`src/rtl/fetch_sequencer.sv`:
```
// rtl/fetch_sequencer.sv - instruction fetch sequencer: REQ/HOLD handshake, PC update, HALT/resume
// Optional fetch timeout with ERR state enabled by macro FETCH_TIMEOUT_EN.
module fetch_sequencer #(
   parameter logic [7:0] RESET_PC       = 8'h00,
   parameter int         TIMEOUT_CYCLES = 15
) (
   input  logic       clk,
   input  logic       reset,
   output logic       imem_req,
   output logic [7:0] imem_addr,
   input  logic       imem_ack,
   input  logic [7:0] imem_data,
   output logic [7:0] ir,
   output logic       ir_valid,
   input  logic       ir_ready,
   input  logic       pc_load,
   input  logic [7:0] pc_target,
   output logic [7:0] pc,
   output logic       halted,
   input  logic       resume,
   output logic       fetch_err
);

   typedef enum logic [2:0] {
      S_IDLE,
      S_REQ,
      S_HOLD,
      S_HALT,
      S_ERR
   } state_t;

   state_t     state, state_next;
   logic [7:0] pc_next;
   logic [7:0] ir_next;

   if (TIMEOUT_CYCLES < 1 || TIMEOUT_CYCLES > 255) begin : g_bad_timeout
      $error("fetch_sequencer: TIMEOUT_CYCLES must be 1..255");
   end

`ifdef FETCH_TIMEOUT_EN
   localparam logic [7:0] TIMEOUT_LIMIT = 8'(TIMEOUT_CYCLES);
   logic [7:0] tcnt, tcnt_next;
`endif

   always_ff @(posedge clk or negedge reset) begin
      if (!reset) begin
         state <= S_IDLE;
         pc    <= RESET_PC;
         ir    <= 8'h00;
`ifdef FETCH_TIMEOUT_EN
         tcnt  <= 8'h00;
`endif
      end else begin
         state <= state_next;
         pc    <= pc_next;
         ir    <= ir_next;
`ifdef FETCH_TIMEOUT_EN
         tcnt  <= tcnt_next;
`endif
      end
   end

   // Every transition into S_REQ restarts the ack wait counter.
   always_comb begin
      state_next = state;
      pc_next    = pc;
      ir_next    = ir;
`ifdef FETCH_TIMEOUT_EN
      tcnt_next  = tcnt;
`endif
      case (state)
         S_IDLE: begin
            state_next = S_REQ;
`ifdef FETCH_TIMEOUT_EN
            tcnt_next  = 8'h00;
`endif
         end
         S_REQ: begin
            if (imem_ack) begin
               ir_next    = imem_data;
               state_next = S_HOLD;
            end
`ifdef FETCH_TIMEOUT_EN
            else begin
               tcnt_next = tcnt + 8'd1;
               if (tcnt + 8'd1 == TIMEOUT_LIMIT) begin
                  state_next = S_ERR;
               end
            end
`endif
         end
         S_HOLD: begin
            if (ir_ready) begin
               if (ir[7:4] == 4'hF) begin
                  state_next = S_HALT;
               end else begin
                  pc_next    = pc_load ? pc_target : pc + 8'd1;
                  state_next = S_REQ;
`ifdef FETCH_TIMEOUT_EN
                  tcnt_next  = 8'h00;
`endif
               end
            end
         end
         S_HALT: begin
            if (resume) begin
               pc_next    = pc + 8'd1;
               state_next = S_REQ;
`ifdef FETCH_TIMEOUT_EN
               tcnt_next  = 8'h00;
`endif
            end
         end
         S_ERR: begin
            state_next = S_ERR;
         end
         default: begin
            state_next = S_IDLE;
         end
      endcase
   end

   assign imem_req  = (state == S_REQ);
   assign imem_addr = pc;
   assign ir_valid  = (state == S_HOLD);
   assign halted    = (state == S_HALT);
`ifdef FETCH_TIMEOUT_EN
   assign fetch_err = (state == S_ERR);
`else
   assign fetch_err = 1'b0;
`endif

endmodule

```
`config.mk`:
```
export PLATFORM = sky130hd
export DESIGN_NAME = fetch_sequencer
export DESIGN_NICKNAME = d
export VERILOG_FILES = /design/src/rtl/fetch_sequencer.sv
export SDC_FILE = /design/constraint.sdc
export NUM_CORES = 1
export LEC_CHECK = 0
export BUFFER_PORTS_ARGS = -buffer_cell sky130_fd_sc_hd__buf_4
export CORE_ASPECT_RATIO = 1.1
export CORE_MARGIN = 2
export CORE_UTILIZATION = 40
export DETAILED_ROUTE_END_ITERATION = 10
export PLACE_DENSITY_LB_ADDON = 0.25
export SKIP_CTS_REPAIR_TIMING = 1
export SYNTH_ARGS = -nofsm -noshare
export SYNTH_HDL_FRONTEND = slang
export SYNTH_SLANG_ARGS = --single-unit
```
`constraint.sdc`:
```
create_clock -name clk -period 1.8 [get_ports clk]
set_clock_uncertainty 0.2 [all_clocks]
set_input_delay 0.09 -clock clk [delete_from_list [all_inputs] [get_ports clk]]
set_output_delay 0.09 -clock clk [all_outputs]
set_load 0.02 [all_outputs]
```
Yosys cells after proc, flatten, opt, wreduce, memory -nomap -nowiden --
Index checks and enable logic that the tools add are counted.
Word-level totals: bits in registers 19, output and inout bits 28
Cells by class: add/subtract/negate cells 1, eq/ne operators 9, mux-type cells 10, reduce and logical (&&, ||, !) cells 5
Operators by type and width (count):
- two-way mux 8 bit | 4
- one-hot mux 8 bit (2 select lines) | 1
- one-hot mux 3 bit (5 select lines) | 1
- two-way mux 3 bit | 3
- adder 8 x 1 -> 8 bit, second input constant | 1
- == test 3 x 2 -> 1 bit, second input constant | 2
- != test 2 x 1 -> 1 bit, second input constant | 3
- == test 4 bit, second input constant | 1
- AND reduction 4 bit | 1
- == test 3 x 1 -> 1 bit, second input constant | 1
- == test 3 bit, second input constant | 1
- zero test 3 bit | 1
- AND reduction 3 bit | 1
- two-way mux 2 bit | 1
- != test 2 bit, second input constant | 1
- AND reduction 2 bit | 1
- nonzero test 2 bit | 1

Depth between registers and ports, before layout --
depth after elaboration 5, gate-level depth with buffers 7, gate-level depth less buffers 5

Worst setup path after synthesis --
OpenSTA, ideal clock, no wires.
kind register to register, start register state[1], end register pc[2], in the netlist imem_addr[2], arrival 1489 ps, data required time 1513 ps, path slack 24 ps, stages on the path, launching flop included 7, path buffers 2, period minus slack after synthesis 1776 ps, cell sequence dfrtp_1 > buf_2 > nor3b_2 > a32o_1 > buf_4 > o21ai_0 > a22oi_1
Between the ends: longest elaborated chain between the ends 3
RTL lines:
- start, declared | line 32 | state_t state, state_next;
- start signal, assigned | line 54 | state <= state_next;
- == test 3 x 2 -> 1 bit (*)
- via ir_valid | line 14 | output logic ir_valid,
- != test 2 bit (no line) (tied with other cells)
- AND reduction 4 bit (no line)
- end signal, assigned | line 55 | pc <= pc_next;
- end, declared | line 18 | output logic [7:0] pc,
The timed path passes the listed nets; every way through them passes the cells marked *. A chain may end at the register's enable or synchronous reset.

Worst setup path after layout --
start register state[0], end register state[0]
Between the ends: longest elaborated chain between the ends 3
RTL lines:
- == test 3 x 2 -> 1 bit or == test 3 x 1 -> 1 bit (tied branches) | line 71 | case (state)
- != test 2 x 1 -> 1 bit (no line)
- AND reduction 3 bit (no line)
Several ways; a longest one is shown, not always the timed one.

==> impl_metrics.csv <==
group,metric,value,unit
sta,worstMarginPinSlew,0.617,ns
yosys,syn_nets,126,
critical_path,startpoint_type,"register",
global_routing,grtUsageMet1,20.1,%
power,leakagePower,0.783,nW
floorplanning,dieArea,0.00312,sq mm
min_path,hold_path.class,"in2reg",
power,ir_drop,1140,uV
final_layout,area_growth,56.2,%
sta,final_max_slew_viol_count,0,
drt,drcViolationCount,0,
clock_tree,numCtsBuffers,3,
floorplanning,die_h,58.4,um
sta,fin_crit,1.73,ns
critical_path,crit_required,1.83,ns
yosys,syn_area,0.00108,sq mm
run_status,status,"finished clean",
clock_tree,htreeDepth,1,
clock_tree,cts_buffer_depth,2,
clock_tree,cts.sinks,19,
yosys,ys_seq_area_share,44.1,%
sta,fmax,577,MHz
placed_design,dp_hpwl,1970,um
global_routing,grt.busiest_layer,"met2",
floorplanning,ios,50,
power,powerDensity,1650,mW/mm^2
clock_tree,cts_tree,"built",
global_routing,grt_pass1_vias,874,
yosys,ys.flop_type,"dfrtp_1",
floorplanning,core_region_area,0.00252,sq mm
drt,drt_iter0_markers,18,
final_layout,antenna_cells,0,
placed_design,portBuffers,48,
power,finalPower,2.78,mW
clock_tree,clk_pin_slew_worst_paths,0.10,ns
critical_path,critical_path_class,"reg2reg",
final_layout,drive_gt1_share,43.0,%
global_routing,grt_first_pass_wirelength,3820,um
final_layout,nets,196,
yosys,yosysWarnings,0,
drt,wl_per_cell,13.5,um
sta,period_share,96.4,%
drt,routed_wl,2740,um
floorplanning,row_count,19,
sta,hold_viol_final,0,
critical_path,cp_slowest_stage_delay,0.58,ns
global_routing,grt_max_degree,20,
global_routing,track_usage,16.8,%
drt,vias,1038,
sta,relSlewSlack,58.8,%
critical_path,end_kind,"register",
flow_run,drv_cap,0,
yosys,synth_cells,103,
critical_path,crit_slowest_cell,"dlygate4sd3_1",
yosys,synth_seq_cells,19,
yosys,synth_enable_flop_cells,0,
clock_tree,root_buffer,"clkbuf_4",
drt,firstDrtPassIters,4,
yosys,synthArstFlopShare,100,%
placed_design,place.gp.congestion,0.811,
drt,ant_nets,0,
global_routing,met3_usage,3.05,%
clock_tree,clock_latency,0.29,ns
final_layout,mostFrequentLayoutCell,"buf_4",
global_routing,use_met2,28.7,%
critical_path,path_buf_inv,2,
critical_path,cp_top_family,"buffers and inverters",
critical_path,critPathMaxFanout,6,
sta,tns,0,ns
critical_path,arrival,1.77,ns
floorplanning,die_w,53.5,um
sta,setup_viol,0,
yosys,yosysUniqueCellTypes,33,
global_routing,overflow,0,
yosys,syn_area_per_cell,10.5,sq um
final_layout,most-common-layout-cells,"56 x buf_4, 22 x dlygate4sd3_1, 19 x dfrtp_1",
drt,routed_via_density,5.11,
critical_path,path_cells,"buf_4, nand2_1, nor2_1, nor3_1, dlygate4sd3_1",
floorplanning,start_util,42.8,%
global_routing,antenna_found_initial,0,
## worst reg2reg max path, stage by stage, from the launching register on
cell	delay, ns
dfrtp_1	0.41
buf_4	0.16
nand2_1	0.09
nor2_1	0.07
nor3_1	0.17
dlygate4sd3_1	0.58
## report_power, final
group | switching, mW | leakage (nW) | internal (mW)
logic | 0.886 | 0.545 | 0.834
clock network | 0.121 | 0.0150 | 0.0861
registers | 0.223 | 0.223 | 0.628
total | 1.23 | 0.783 | 1.55
## registers in the layout, summed over array words and instances (netlist names)
name and flops:
state 3, imem_addr 8, ir 8
## path summary, 6_finish.rpt
kind                       slack, ns                  endpoint            startpoint  cells after the start
max                             0.07      state[0]$_DFFE_PN0P_  state[0]$_DFFE_PN0P_                      5
min                             0.07      state[1]$_DFFE_PN0P_              imem_ack                      5
max reg2reg                     0.07      state[0]$_DFFE_PN0P_  state[0]$_DFFE_PN0P_                      5
min reg2reg                     0.32         ir[2]$_DFFE_PN0P_     ir[2]$_DFFE_PN0P_                      1
max in group asynchronous       0.32         ir[2]$_DFFE_PN0P_                 reset                      3
min in group asynchronous       0.55  imem_addr[5]$_DFFE_PN0P_                 reset                      3
## final cells by class
cell class | count | area, sq um
clock buffers | 4 | 26.3
inverters | 3 | 11.3
multi-input cells | 68 | 490
repair buffers | 78 | 641
fillers | 203 | 837
well taps | 31 | 38.8
flip-flops and latches | 19 | 475
## synthesized netlist by cell type, drive strengths merged, types with 2 or more instances
library cell  instances  area [sq um]
dfrtp                19           475
buf                  13           103
mux2                  8          90.1
nor2                  8          30.0
nand2                 7          26.3
o21ai                 6          30.0
a21oi                 5          25.0
mux2i                 4          40.0
nor3b                 4          35.0
o22ai                 4          31.3
inv                   3          11.3
nor3                  3          20.0
a31oi                 2          12.5
nand3                 2          10.0
nand4                 2          12.5
o2bb2ai               2          17.5
## logic make-up after synthesis
| logic type | count (synthesis) | share of synthesized area [%] |
|---|---|---|
| adders and majority gates | 1 | 1.16 |
| other | 1 | 0.348 |
| AOI/OAI and AO/OA | 23 | 15.8 |
| buffers and inverters | 16 | 10.6 |
| muxes | 12 | 12.1 |
| DFF | 19 | 44.1 |
| and+or+nand+nor | 31 | 15.9 |
## per-layer routing
metal  part of all wire [%]  wire length (um)
met1                     40              1090
met2                     54              1480
met3                    4.9               135
met4                    1.1                30
met5                      0                 0
## per-stage QoR
step                      setup WS [ns]  hold slack [ns]  util, %  cell area [sq um]  instances
after floorplan                  0.0235           -0.406        -               1080        103
after global placement            0.135           -0.223     56.9               1430        177
after detailed placement          0.107           -0.222     56.9               1430        177
after CTS                        0.0895           -0.551     57.9               1460        181
after global routing            -0.0383           0.0792     66.8               1680        203
final                            0.0655           0.0694     66.8               1680        203
No activity file was read; power rests on OpenSTA's default activity.
